===== config.mk =====
export PLATFORM = sky130hd
export DESIGN_NAME = corr_result_streamer
export DESIGN_NICKNAME = d
export VERILOG_FILES = /design/src/rtl/corr_result_streamer.sv
export SDC_FILE = /design/constraint.sdc
export NUM_CORES = 2
export LEC_CHECK = 0
export ABC_CLOCK_PERIOD_IN_PS = 25000
export CAP_MARGIN = 20
export CORE_ASPECT_RATIO = 0.5
export CORE_UTILIZATION = 40
export CTS_CLUSTER_SIZE = 14
export DETAILED_ROUTE_END_ITERATION = 7
export DONT_BUFFER_PORTS = 1
export GPL_ROUTABILITY_DRIVEN = 0
export REMOVE_ABC_BUFFERS = 1
export SYNTH_ARGS = -nofsm -noshare
export SYNTH_HDL_FRONTEND = slang
export SYNTH_SLANG_ARGS = --single-unit

===== constraint.sdc =====
create_clock -name clk -period 25 [get_ports clk]
set_input_delay 0 -clock clk [delete_from_list [all_inputs] [get_ports clk]]
set_output_delay 0 -clock clk [all_outputs]
set_load 0.02 [all_outputs]

===== src/rtl/corr_result_streamer.sv =====
// Frame FIFO + AXI-stream serialiser for correlator result sets.
// Each accepted set is sent as five words: sequence number, r11, r22, r12_re, r12_im.
module corr_result_streamer #(
  parameter int DIN_WIDTH  = 32,
  parameter int FIFO_DEPTH = 16,
  parameter int CNT_WIDTH  = 32
) (
  input  logic                            clk,
  input  logic                            rst,
  input  logic [DIN_WIDTH-1:0]            r12_re,
  input  logic [DIN_WIDTH-1:0]            r12_im,
  input  logic [DIN_WIDTH-1:0]            r11,
  input  logic [DIN_WIDTH-1:0]            r22,
  input  logic                            din_valid,
  output logic [DIN_WIDTH-1:0]            m_tdata,
  output logic [2:0]                      m_tuser,
  output logic                            m_tlast,
  output logic                            m_tvalid,
  input  logic                            m_tready,
  output logic [$clog2(FIFO_DEPTH):0]     fifo_level,
  output logic [CNT_WIDTH-1:0]            drop_count,
  output logic                            overflow,
  input  logic                            clear_overflow
);

  localparam int AW = $clog2(FIFO_DEPTH);
  localparam int LW = AW + 1;
  localparam int FW = 5 * DIN_WIDTH;

  typedef enum logic {IDLE, SEND} state_t;

  // Handshake: a word transfers on a rising clk edge where m_tvalid & m_tready;
  // once m_tvalid is high the word is held until that transfer (or rst).

  state_t                state_q, state_d;
  logic [FW-1:0]         mem [FIFO_DEPTH];
  logic [AW-1:0]         wr_ptr, rd_ptr, rd_ptr_nxt;
  logic [DIN_WIDTH-1:0]  seq;
  logic                  full, wr_en, drop, hs, pop;
  logic [FW-1:0]         head;
  logic [DIN_WIDTH-1:0]  next_seq_word;
  logic                  tvalid_d, tlast_d;
  logic [DIN_WIDTH-1:0]  tdata_d;
  logic [2:0]            tuser_d;

  function automatic logic [DIN_WIDTH-1:0] word_sel(input logic [FW-1:0] f, input logic [2:0] k);
    case (k)
      3'd0:    return f[0*DIN_WIDTH +: DIN_WIDTH];
      3'd1:    return f[1*DIN_WIDTH +: DIN_WIDTH];
      3'd2:    return f[2*DIN_WIDTH +: DIN_WIDTH];
      3'd3:    return f[3*DIN_WIDTH +: DIN_WIDTH];
      default: return f[4*DIN_WIDTH +: DIN_WIDTH];
    endcase
  endfunction

  // Full is judged on the registered level, so a same-cycle pop cannot save a write.
  assign full          = (fifo_level == LW'(FIFO_DEPTH));
  assign wr_en         = din_valid & ~full;
  assign drop          = din_valid & full;
  assign hs            = m_tvalid & m_tready;
  assign pop           = hs & (m_tuser == 3'd4);
  assign rd_ptr_nxt    = rd_ptr + 1'b1;
  assign head          = mem[rd_ptr];
  assign next_seq_word = mem[rd_ptr_nxt][DIN_WIDTH-1:0];

  always_comb begin
    state_d  = state_q;
    tvalid_d = m_tvalid;
    tdata_d  = m_tdata;
    tuser_d  = m_tuser;
    tlast_d  = m_tlast;
    case (state_q)
      IDLE: begin
        // Empty FIFO: the incoming set's header bypasses storage for 1-cycle latency.
        if (wr_en) begin
          state_d  = SEND;
          tvalid_d = 1'b1;
          tdata_d  = seq;
          tuser_d  = 3'd0;
          tlast_d  = 1'b0;
        end
      end
      SEND: begin
        if (m_tready) begin
          if (m_tuser != 3'd4) begin
            tuser_d = m_tuser + 3'd1;
            tdata_d = word_sel(head, m_tuser + 3'd1);
            tlast_d = (m_tuser == 3'd3);
          end else if (fifo_level > LW'(1)) begin
            tuser_d = 3'd0;
            tdata_d = next_seq_word;
            tlast_d = 1'b0;
          end else if (wr_en) begin
            tuser_d = 3'd0;
            tdata_d = seq;
            tlast_d = 1'b0;
          end else begin
            state_d  = IDLE;
            tvalid_d = 1'b0;
            tuser_d  = 3'd0;
            tdata_d  = '0;
            tlast_d  = 1'b0;
          end
        end
      end
      default: state_d = IDLE;
    endcase
  end

  always_ff @(posedge clk) begin
    if (!rst && wr_en) mem[wr_ptr] <= {r12_im, r12_re, r22, r11, seq};
  end

  always_ff @(posedge clk) begin
    if (rst) begin
      state_q    <= IDLE;
      m_tvalid   <= 1'b0;
      m_tdata    <= '0;
      m_tuser    <= 3'd0;
      m_tlast    <= 1'b0;
      wr_ptr     <= '0;
      rd_ptr     <= '0;
      fifo_level <= '0;
      seq        <= '0;
      drop_count <= '0;
      overflow   <= 1'b0;
    end else begin
      state_q  <= state_d;
      m_tvalid <= tvalid_d;
      m_tdata  <= tdata_d;
      m_tuser  <= tuser_d;
      m_tlast  <= tlast_d;
      if (wr_en) wr_ptr <= wr_ptr + 1'b1;
      if (pop)   rd_ptr <= rd_ptr_nxt;
      case ({wr_en, pop})
        2'b10:   fifo_level <= fifo_level + 1'b1;
        2'b01:   fifo_level <= fifo_level - 1'b1;
        default: fifo_level <= fifo_level;
      endcase
      if (din_valid) seq <= seq + 1'b1;
      // A drop in the same cycle as a clear is still recorded.
      if (clear_overflow) begin
        drop_count <= drop ? CNT_WIDTH'(1) : '0;
        overflow   <= drop;
      end else if (drop) begin
        overflow <= 1'b1;
        if (drop_count != '1) drop_count <= drop_count + 1'b1;
      end
    end
  end

endmodule

# Word level (Yosys, flattened, before mapping)
# Memories as Yosys holds them, arrays and structs flattened. A register that Yosys moved wholly into a read port is not among the register bits.
# Index checks and enable logic that the tools add are counted.
[word_totals]
regBits = 116
ram_bits = 2560
elab_cells = 87
memories = 1
[memory_table]
columns = ["memory", "words", "word_bits", "rd", "rd_clocked_by_memory_dff", "wr", "line_no", "rtl"]
rows = [
  ["mem", 16, 160, 2, 1, 1, "36", "logic [FW-1:0] mem [FIFO_DEPTH];"],
]
[classes]
addsub = 7
n_lt_le_gt_ge = 1
eq_ne = 15
muxes = 37
n_bitwise = 6
n_reduce_logical = 9
[ops]
columns = ["cell", "count"]
rows = [
  ["$mux 32", 8],
  ["$pmux 32 s4", 1],
  ["$add 32x1->32 const B", 2],
  ["$pmux 32 s2", 1],
  ["$ne 32x32->1 const B", 1],
  ["$mux 1", 17],
  ["$ne 2x2->1 const B", 5],
  ["$pmux 5 s2", 1],
  ["$eq 3x2->1 const B", 3],
  ["$mux 3", 3],
  ["$add 4x1->4 const B", 2],
  ["$mux 4", 2],
  ["$pmux 1 s2", 3],
  ["$pmux 3 s2", 1],
  ["$reduce_bool 2->1", 3],
  ["$add 5x1->5 const B", 1],
  ["$eq 5x5->1 const B", 1],
  ["$gt 5x1->1 const B", 1],
  ["$reduce_and 5->1", 1],
  ["$sub 5x1->5 const B", 1],
  ["$and 1x1->1", 4],
  ["$reduce_and 2->1", 2],
  ["$add 3x1->3 const B", 1],
  ["$eq 3x1->1 const B", 1],
  ["other kinds (8)", 9],
]

# Longest topological paths before layout
[logic_depth]
ltp_word = 8
depth_mapped = 12

# Worst setup path after synthesis
# Ideal clock, no wire load.
[synth_timing]
path_kind = "reg2reg"
start = "register fifo_level[0]"
end = "memory mem[0][0] (netlist name) (enable)"
setup_ns = 0.875
t_arrival_ns = 12.387
required_ns = 24.125
setup_slack_ns = 11.737
stages_incl_launch_ff = 9
path_buffers = 1
synth_period_minus_slack_ns = 13.263
cell_sequence = "dfxtp_1 inv_1 ha_1 nand2_1 o31ai_1 clkbuf_1 nor2_1 nand2_1 nor3_1"
[synth_via]
elab_chain_cells = 6
[synth_lines]
columns = ["item", "line_no", "rtl"]
rows = [
  ["start, declared", "20", "output logic [$clog2(FIFO_DEPTH):0] fifo_level,"],
  ["start signal, assigned", "136", "2'b10: fifo_level <= fifo_level + 1'b1;"],
  ["start signal, assigned", "137", "2'b01: fifo_level <= fifo_level - 1'b1;"],
  ["start signal, assigned", "138", "default: fifo_level <= fifo_level;"],
  ["$eq 5x5->1", "57", "assign full = (fifo_level == LW'(FIFO_DEPTH));"],
  ["$not 1->1", "58", "assign wr_en = din_valid & ~full;"],
  ["$and 1x1->1", "58", ""],
  ["$logic_and 1x1->1", "111", "if (!rst && wr_en) mem[wr_ptr] <= {r12_im, r12_re, r22, r11, seq};"],
  ["$mux 1", "111", ""],
  ["$mux 1 (implied by the code)", "111", ""],
  ["end, declared", "36", ""],
]
# No other way between the ends.

==> impl_metrics.env <==
export IMPL_cts_resized=0
export IMPL_post_place_ws_ns=17.32
export IMPL_hold_path_class="input pin to register"
export IMPL_hpwl_mm=157
export IMPL_finalHoldViolations=0
export IMPL_cts_root_buf="clkbuf_16"
export IMPL_placedInstanceArea_um2=112000
export IMPL_synth_edff_count=2560
export IMPL_top_usage_layer="met2"
export IMPL_nFillCells=22500
export IMPL_start_util_pct=40.3
export IMPL_htreeDepth=4
export IMPL_grt_pass1_vias=59600
export IMPL_finClkSkew_ns=0.124
export IMPL_rsz0062_at_grt="false"
export IMPL_antenna_found_initial=27
export IMPL_cts_sinks=2680
export IMPL_drc=0
export IMPL_core_um2=268000
export IMPL_rr_worst_depth=12
export IMPL_hold_buffers=154
export IMPL_maxSlewHeadroom_pct=23.8
export IMPL_grt_pass1_wl_mm=429
export IMPL_vias=58200
export IMPL_setup_ws_ns=18.01
export IMPL_p_sw_w=0.00179
export IMPL_final_common_cell="edfxtp_1"
export IMPL_async_flop_share_pct=0
export IMPL_p_comb_share_pct=2.4
export IMPL_cap_violations=0
export IMPL_ys_top_cells_by_area="edfxtp_1, mux4_2, mux2i_1, dfxtp_1, a22oi_1"
export IMPL_syn_avg_cell_area_um2=18.8
export IMPL_totalPowerFinal_w=0.00875
export IMPL_worstPathRequired_ns=25.74
export IMPL_die_width_um=737
export IMPL_die_area_um2=272000
export IMPL_met3_usage_pct=4.24
export IMPL_pwr_share_clk_pct=40.9
export IMPL_power_frac_seq_pct=56.7
export IMPL_postCtsSetupBuffers=0
export IMPL_use_met2_pct=35.5
export IMPL_postRouteAntennaNets=0
export IMPL_clk_latency_ns=0.93
export IMPL_cts_buffers=243
export IMPL_tritoncts="built"
export IMPL_track_usage_pct=21.8
export IMPL_viasPerCell=5.99
export IMPL_synth_top_area_share_pct=71.2
export IMPL_syn2layout_area_growth_pct=12.4
export IMPL_p_sw_share_pct=20.5
export IMPL_fp_dieH_um=369
export IMPL_period_minus_slack_ns=6.99
export IMPL_critPathCaptureType="register"
export IMPL_fmax_mhz=143
export IMPL_critPathMaxFanout=50
export IMPL_synth_main_ff_cell="edfxtp_1"
export IMPL_synth_area_um2=108000
export IMPL_fp_row_count=134
export IMPL_setup_violations=0
export IMPL_power_density_nw_per_um2=72.2
export IMPL_routed_wl_mm=303
export IMPL_gr_total_overflow=0
export IMPL_most_common_layout_cells="edfxtp_1, mux2i_1, mux4_2, clkbuf_16, nand2_1"
export IMPL_finalNetCount=6074
export IMPL_postSynthCellCount=5728
export IMPL_fin_crit_sh_pct=28.0
export IMPL_status="finished, final reports clean"
export IMPL_clockBufferDepth=4
export IMPL_synthDistinctLibCells=63
export IMPL_yosysWarnings=0
export IMPL_synth_area_leader_cell="edfxtp_1"
export IMPL_ir_drop_uv=56.3
export IMPL_dr_pass1_iters=5
export IMPL_wl_per_cell_um=31.1
export IMPL_finalInstanceArea_um2=121000
export IMPL_portBuffers=0
export IMPL_ys_seq_elements=2680
export IMPL_drt_iter0_drc=6838
export IMPL_synth_seq_area_share_pct=73.5
export IMPL_drv_slew=0
export IMPL_critPathLaunchType="register"
export IMPL_leakage_nw=36.0
export IMPL_hold_ws_ns=0.0572
export IMPL_min_path_cells=1
export IMPL_use_met1_pct=30.4
export IMPL_clkTransAtPathRegs_ns=0.07
export IMPL_io_pins=208
export IMPL_drive_gt1_share_pct=17.3
export IMPL_grt_start_max_net_pins=113
export IMPL_power_internal_w=0.00696
export IMPL_path_class="register to register"
export IMPL_arrival_ns=7.73
export IMPL_worst_slew_pin_slew_ns=1.14
[power by group through the flow]
stage                     clock (W)  sequential [W]  combinational, W
after floorplan                   0         0.00506         0.0000705
after global placement            0         0.00506          0.000137
after detailed placement          0         0.00506          0.000139
after CTS                   0.00363         0.00497          0.000207
after global routing        0.00379         0.00497          0.000220
final                       0.00358         0.00497          0.000209
[metal layers]
layer	wire length, um	part of all wire (%)
met1	125000	41
met2	144000	48
met3	25700	8.5
met4	7420	2.5
met5	154	0.051
[Yosys cell counts (all sizes together), types with 4 or more instances]
cell	count
xor2	15
a2111oi	34
nand2	236
a21oi	180
nand3	187
buf	170
nor2b	18
mux2	64
inv	17
and4	5
edfxtp	2560
nand2b	6
o211ai	53
o22ai	32
a211oi	40
xnor2	36
or3	21
or2	5
clkbuf	184
nor4	4
and3	28
nand3b	5
nor4b	6
dfxtp	120
nor2	152
nor3	13
mux4	482
a31oi	5
nand4	46
ha	18
a22oi	229
o31ai	35
o21ai	24
and2	6
mux2i	671
[flip-flops by register name, summed over array words and instances (netlist names), named ones only]
register    flops
overflow        1
fifo_level      5
m_tuser         3
drop_count     32
m_tvalid        1
m_tdata        32
mem          2560
m_tlast         1
seq            32
state_q         1
rd_ptr          4
wr_ptr          4
[critical path: stages (launching register included)]
cell and delay [ns]:
dfxtp_4 0.96, buf_4 0.80, buf_4 0.79, buf_4 0.80, buf_4 0.43, buf_4 0.69
buf_4 0.77, mux4_2 0.59, mux2_2 0.27, o22ai_1 0.19, nor2_1 0.13, o31ai_1 0.10
a211oi_1 0.10
[per-stage QoR]
stage,TNS (ns),std cells,util (%)
5_1_grt,0,9710,45.3
3_3_place_gp,0,9120,41.9
6_report,0,9717,45.3
3_5_place_dp,0,9125,42.0
2_1_floorplan,-357.78,5372,-
4_1_cts,0,9706,45.3
[cell families after synthesis]
family | synth area share, %
AND/OR/NAND/NOR | 3.27
flip-flops | 73.5
buffers and inverters | 1.68
XOR/XNOR | 0.414
adder cells (fa/ha/maj) | 0.209
multiplexers | 17.0
AO/OA/AOI/OAI | 4.01
[final cells by class]
class	instances	area [um2]	share of cell area, %
sequential	2680	79300	65.4
tap	3604	4510	3.72
timing repair buffer	306	2960	2.44
clock inverter	88	759	0.626
clock buffer	339	6640	5.47
antenna	8	20.0	0.0165
inverter	18	67.6	0.0557
multi-input combinational	2674	27100	22.3
[path summary, 6_finish.rpt]
check	from	end	slack, ns
worst max register to register	register	m_tdata[3]	18.01
worst max-delay path	register	m_tdata[3]	18.01
worst min register to register	wr_ptr[1]	wr_ptr[1]	0.60
worst min-delay path	r12_re[23]	mem[6][119]	0.06
No activity file was read; power rests on OpenSTA's default activity.
